<file path="src/rtl/hazard_scoreboard.sv">
// -----------------------------------------------------------------------------
// hazard_scoreboard
//
// Purpose:
//   Tracks shadow copies of the EX, MEM and WB pipeline stages for an
//   in-order pipeline. It decides each cycle whether the instruction sitting
//   in ID must stall because one of its source registers is still being
//   produced by an older instruction. It also exposes the MEM/WB shadow
//   destinations to the forwarding unit.
//
// Ports:
//   clk            rising-edge clock
//   rst            synchronous active-high reset
//   issue_valid    ID stage holds a valid instruction
//   issue_dest     destination register of the ID instruction
//   issue_wb_en    ID instruction writes back
//   issue_mem_read ID instruction is a load
//   src1, src2     ID source registers
//   two_src        src2 is a real operand
//   forward_en     forwarding unit is active
//   flush          branch taken, kill the ID instruction
//   freeze         global memory stall, hold the pipeline
//   hazard         stall IF/ID this cycle (combinational)
//   mem_dest       shadow MEM destination
//   mem_wb_en      shadow MEM write-back enable
//   mem_read_out   shadow MEM load flag
//   wb_dest        shadow WB destination
//   wb_wb_en       shadow WB write-back enable
//   stall_count    saturating count of hazard stall cycles
// -----------------------------------------------------------------------------
module hazard_scoreboard (
   input  logic        clk,
   input  logic        rst,
   input  logic        issue_valid,
   input  logic [3:0]  issue_dest,
   input  logic        issue_wb_en,
   input  logic        issue_mem_read,
   input  logic [3:0]  src1,
   input  logic [3:0]  src2,
   input  logic        two_src,
   input  logic        forward_en,
   input  logic        flush,
   input  logic        freeze,
   output logic        hazard,
   output logic [3:0]  mem_dest,
   output logic        mem_wb_en,
   output logic        mem_read_out,
   output logic [3:0]  wb_dest,
   output logic        wb_wb_en,
   output logic [15:0] stall_count
);

   typedef struct packed {
      logic       valid;
      logic [3:0] dest;
      logic       wbEn;
      logic       memRead;
   } stage_t;

   stage_t      exStage_q, exStage_d;
   stage_t      memStage_q, memStage_d;
   // The WB stage never feeds a load-use check or any output, so its
   // load flag is not kept.
   logic        wbValid_q, wbValid_d;
   logic [3:0]  wbDest_q, wbDest_d;
   logic        wbWbEn_q, wbWbEn_d;
   logic [15:0] stallCount_q, stallCount_d;

   logic src1MatchEx, src2MatchEx, src1MatchMem, src2MatchMem;
   logic anyMatchEx, anyMatchMem;

   // A stage matches a register only if it holds a real instruction that
   // will actually write that register back.
   function automatic logic stageMatch(input stage_t s, input logic [3:0] r);
      return s.valid & s.wbEn & (s.dest == r);
   endfunction

   // Source comparison against the older stages. The ID instruction's own
   // destination is never compared, and a shared src1/src2 collapses into a
   // single OR so it can only ever produce one stall decision per cycle.
   always_comb begin
      src1MatchEx  = stageMatch(exStage_q, src1);
      src2MatchEx  = two_src & stageMatch(exStage_q, src2);
      src1MatchMem = stageMatch(memStage_q, src1);
      src2MatchMem = two_src & stageMatch(memStage_q, src2);
      anyMatchEx   = src1MatchEx | src2MatchEx;
      anyMatchMem  = src1MatchMem | src2MatchMem;
   end

   // Stall decision. With forwarding, only a load still in EX cannot be
   // bypassed in time. Without forwarding, anything in EX or MEM must drain
   // first. WB never stalls because the register file writes early in the
   // cycle. A flushed ID instruction never stalls.
   always_comb begin
      hazard = 1'b0;
      if (!flush && issue_valid) begin
         if (forward_en) begin
            hazard = anyMatchEx & exStage_q.memRead;
         end else begin
            hazard = anyMatchEx | anyMatchMem;
         end
      end
   end

   // Next-state for the shadow pipeline and the stall counter. Normally the
   // stages shift by one and EX takes either the issued instruction or a
   // bubble. Freeze holds everything, except that a simultaneous flush still
   // kills whatever is in EX. Stalls are only counted on edges that advance.
   always_comb begin
      exStage_d    = exStage_q;
      memStage_d   = memStage_q;
      wbValid_d    = wbValid_q;
      wbDest_d     = wbDest_q;
      wbWbEn_d     = wbWbEn_q;
      stallCount_d = stallCount_q;
      if (!freeze) begin
         wbValid_d  = memStage_q.valid;
         wbDest_d   = memStage_q.dest;
         wbWbEn_d   = memStage_q.wbEn;
         memStage_d = exStage_q;
         if (issue_valid && !hazard && !flush) begin
            exStage_d.valid   = 1'b1;
            exStage_d.dest    = issue_dest;
            exStage_d.wbEn    = issue_wb_en;
            exStage_d.memRead = issue_mem_read;
         end else begin
            exStage_d = '0;
         end
         if (hazard && (stallCount_q != 16'hFFFF)) begin
            stallCount_d = stallCount_q + 16'd1;
         end
      end else if (flush) begin
         exStage_d = '0;
      end
   end

   // State registers. Reset wins over freeze and flush and throws away
   // anything in flight, so the first edge after reset advances from an
   // all-bubble pipeline.
   always_ff @(posedge clk) begin
      if (rst) begin
         exStage_q    <= '0;
         memStage_q   <= '0;
         wbValid_q    <= 1'b0;
         wbDest_q     <= 4'd0;
         wbWbEn_q     <= 1'b0;
         stallCount_q <= 16'd0;
      end else begin
         exStage_q    <= exStage_d;
         memStage_q   <= memStage_d;
         wbValid_q    <= wbValid_d;
         wbDest_q     <= wbDest_d;
         wbWbEn_q     <= wbWbEn_d;
         stallCount_q <= stallCount_d;
      end
   end

   // Registered shadow outputs. Enables are qualified by valid so a bubble
   // can never look like a pending write to the forwarding unit.
   always_comb begin
      mem_dest     = memStage_q.dest;
      mem_wb_en    = memStage_q.valid & memStage_q.wbEn;
      mem_read_out = memStage_q.valid & memStage_q.memRead;
      wb_dest      = wbDest_q;
      wb_wb_en     = wbValid_q & wbWbEn_q;
      stall_count  = stallCount_q;
   end

endmodule

</file>
<file path="config.mk">
export PLATFORM = sky130hd
export DESIGN_NAME = hazard_scoreboard
export DESIGN_NICKNAME = d
export VERILOG_FILES = /design/src/rtl/hazard_scoreboard.sv
export SDC_FILE = /design/constraint.sdc
export NUM_CORES = 1
export LEC_CHECK = 0
export ABC_AREA = 1
export CORE_MARGIN = 3
export CORE_UTILIZATION = 30
export DETAILED_ROUTE_END_ITERATION = 7
export SYNTH_ARGS = -nofsm -noshare
export SYNTH_HDL_FRONTEND = slang
export SYNTH_SLANG_ARGS = --single-unit
</file>
<file path="constraint.sdc">
create_clock -name clk -period 3.38 [get_ports clk]
set_input_delay 0.338 -clock clk [delete_from_list [all_inputs] [get_ports clk]]
set_output_delay 0.338 -clock clk [all_outputs]
set_load 0.01 [all_outputs]
</file>
==> qor.csv <==
stage,metric,value,unit
run_status,outcome,completed,
worst_setup_path,CP cell instances,clkdlybuf4s50_1 > inv_1 > nand2_1 > nand2_1 > nor2_1 > nand3_1 > nand2_1 > nand2_1 > nand2_4 > inv_1 > nor2_1 > clkdlybuf4s50_1,
synth,syn_nets,307,
floorplanning,total die area,7420,um2
min_path,hold path depth,2,
timing,worst clock skew,0.00400,ns
floorplanning,Die H,86.1,um
grt,GRT busiest layer,met2,
grt,M2 GR Usage,22.6,%
grt,vias in the first global route,1754,
power_and_ir_drop,Internal Power,0.627,mW
floorplanning,row cnt,28,
cells_and_area,P&R area growth vs syn,32.0,%
grt,gr ovfl total,0,
worst_setup_path,Critical path origin,src2[0],
detailed_routing,first-iteration detailed-routing DRC count,76,
worst_setup_path,CP Capture Type,output port,
cells_and_area,# fillers,647,
power_and_ir_drop,Flop pwr share,52.4,%
floorplanning,Die X-Extent,86.1,um
placed_design,Port Buffer Count,48,
cells_and_area,Util after Layout,41.9,%
timing,f_max,0.386,GHz
grt,met3 Track Usage GR,3.55,%
placed_design,GPL Wtd Cong,0.879,
cts,H-tree Lvls,2,
worst_setup_path,r2r startpoint,stall_count[0],
cells_and_area,layout cells sized above 1,9.01,%
timing,count of final hold-check violations,0,
synth,synth top area cells,"dfxtp_1, nand2_1, nor2_1",
floorplanning,core area,6060,um2
power_and_ir_drop,Switching Power,0.217,mW
synth,number of flops mapped to enable cells by yosys,0,
detailed_routing,per-cell routed wire length,11.6,um
cts,CTS tree,done,
detailed_routing,# DRC,0,
floorplanning,initial core utilization,31.8,%
grt,largest net degree at the start of global routing,26,
synth,Synth Cell Area,1930,um2
worst_setup_path,crit start category,primary input,
floorplanning,I/O pin total,49,
timing,Final WS setup,0.791,ns
cells_and_area,"Design Area, Final",2540,um2
cells_and_area,Nets,354,
grt,Total GRT Usage,13.6,%
grt,antenna violations before repair,0,
worst_setup_path,worst setup path class,primary input to output port,
cts,total setup buffers inserted after CTS,0,
cts,clock root buffer,clkbuf_8,
synth,top_reg_cell synth,dfxtp_1,
min_path,worst hold path type,register to register,
worst_setup_path,Critical Path RT,3.04,ns
timing,Worst-Margin Slew,0.732,ns
synth,mean area per synthesized cell,6.76,um2
placed_design,placed cell areas,2450,um2
detailed_routing,Routed WL,4740,um
worst_setup_path,Worst path depth,12,
cts,"Clk Latency, worst-skew pair",0.29,ns
cts,"Clk pin slew, worst setup/hold paths",0.08,ns
worst_setup_path,Reg2Reg Depth,6,
placed_design,Inst Count DP,400,
power_and_ir_drop,Max IR drop VDD,155,uV
worst_setup_path,CP Buf/Inv Count,4,
cts,CTS buffer count,5,
cts,post_cts resized,0,
worst_setup_path,CP max-delay cell,clkdlybuf4s50_1,
cts,CTS hold repair buffers,0,
timing,TNS Setup,0,ns
synth,library cells used by synthesis,27,
detailed_routing,Vias,1874,
power_and_ir_drop,Comb power frac,11.7,%
worst_setup_path,reg2reg setup slack,1.72,ns
timing,Final Max Slew Viols,0,
synth,Synth area leader,dfxtp_1,
power_and_ir_drop,Lkg Pwr,1.04,nW
detailed_routing,final antenna-violating net count,0,
timing,Final Cycle Share,76.6,%
grt,first-pass GRT wire length,8140,um
worst_setup_path,CP top delay family,buffers and inverters,
synth,asr flop ratio synth,0,%
detailed_routing,DRT Pass-1 Iters,4,
timing,minimum clock period,2.59,ns
grt,GR Layer Usage met1,17.4,%
synth,share of the synthesized area in the top cell type,37.4,%
synth,synth warn,0,
worst_setup_path,max incr delay on CP,0.54,ns
detailed_routing,Vias/cell,4.59,
synth,post-synthesis instance total,285,
power_and_ir_drop,Net Sw Frac,25.7,%
placed_design,final HPWL from detailed placement,3590,um
synth,synthesis-stage register bit count,36,
cells_and_area,ant diodes,0,
power_and_ir_drop,Pwr Density,332,nW/um2
timing,RSZ-0062 raised after global routing,no,
worst_setup_path,Worst Path Arrival,2.25,ns
placed_design,pre-CTS WS,0.776,ns
cts,Clock Path Buffers,2,
timing,Slew HR,51.1,%
synth,Post-synth top cells,"nand2_1, nor2_1, dfxtp_1, inv_1, a21oi_1",
power_and_ir_drop,Clock Power Share,35.9,%
worst_setup_path,most frequent CP cell,nand2_1,
cells_and_area,Final Non-Filler Cells,408,
run,max-cap violation count,0,
timing,Final setup viols,0,
min_path,min-delay src,exStage_q[0],
worst_setup_path,CP Max Fanout,8,
synth,post-synthesis sequential area ratio,37.4,%
cts,CTS Sinks,36,
synth,top-count cell post-synth,nand2_1,
[path summary, 6_finish.rpt]
kind                endpoint
max                   hazard
min             exStage_q[0]
max reg2reg  stall_count[13]
min reg2reg     exStage_q[0]
[per-stage QoR]
step           hold slack, ns  total power [mW]
6_report                0.475             0.845
5_1_grt                 0.493             0.885
3_3_place_gp            0.458             0.552
2_1_floorplan           0.407             0.503
3_5_place_dp            0.466             0.553
4_1_cts                 0.478             0.858
[tightest hold or removal path, stage by stage, from the launching register on]
cell     delay [ns]
dfxtp_1        0.32
nand2_1        0.06
a21oi_1        0.05
[final cells by class]
class | count | area [um2] | share of cell area, %
timing repair buffer | 49 | 488 | 19.2
clock buffer | 5 | 68.8 | 2.71
inverter | 34 | 128 | 5.02
multi-input combinational | 206 | 1020 | 40.3
clock inverter | 3 | 18.8 | 0.739
tap | 75 | 93.8 | 3.69
sequential | 36 | 721 | 28.4
[kinds of logic after synthesis]
| logic type | Yosys count | synth area share, % |
|---|---|---|
| compound gates | 46 | 12.7 |
| xor+xnor | 11 | 5.00 |
| fa+ha+maj | 1 | 0.650 |
| buf+inv | 43 | 9.42 |
| flops | 36 | 37.4 |
| simple gates | 148 | 34.8 |
[per-layer routing]
metal | routed length [um] | vias up | share of wire [%]
li1 | - | 999 | -
met1 | 2270 | 830 | 48
met2 | 2180 | 39 | 46
met3 | 231 | 6 | 4.9
met4 | 54 | 0 | 1.1
met5 | 0 | - | 0
[power groups by stage]
| stage | clock network (mW) | logic (mW) | registers (mW) |
|---|---|---|---|
| 2_1_floorplan | 0 | 0.0514 | 0.452 |
| 4_1_cts | 0.315 | 0.100 | 0.443 |
| 6_report | 0.303 | 0.0989 | 0.443 |
| 5_1_grt | 0.330 | 0.111 | 0.444 |
| 3_5_place_dp | 0 | 0.0999 | 0.453 |
| 3_3_place_gp | 0 | 0.0996 | 0.452 |
[sequential cells by signal, summed over array words and instances, names as in the netlist]
| name | count |
|---|---|
| mem_dest | 4 |
| wbWbEn_q | 1 |
| wb_dest | 4 |
| stall_count | 16 |
| exStage_q | 7 |
| memStage_q | 3 |
| wbValid_q | 1 |
[cells in the final DEF (no fill, tap or decap), drive strengths merged]
cell / instances
nor2: 45
ha: 1
nand3: 14
nand2: 77
nand4: 6
inv: 34
o21ai: 18
dfxtp: 36
clkdlybuf4s50: 48
nand3b: 1
clkbuf: 5
or2: 1
xor2: 8
xnor2: 3
clkinv: 3
buf: 1
nor4: 3
a21oi: 27
nor3: 1
o21a: 1
(Power assumes the default switching activity.)
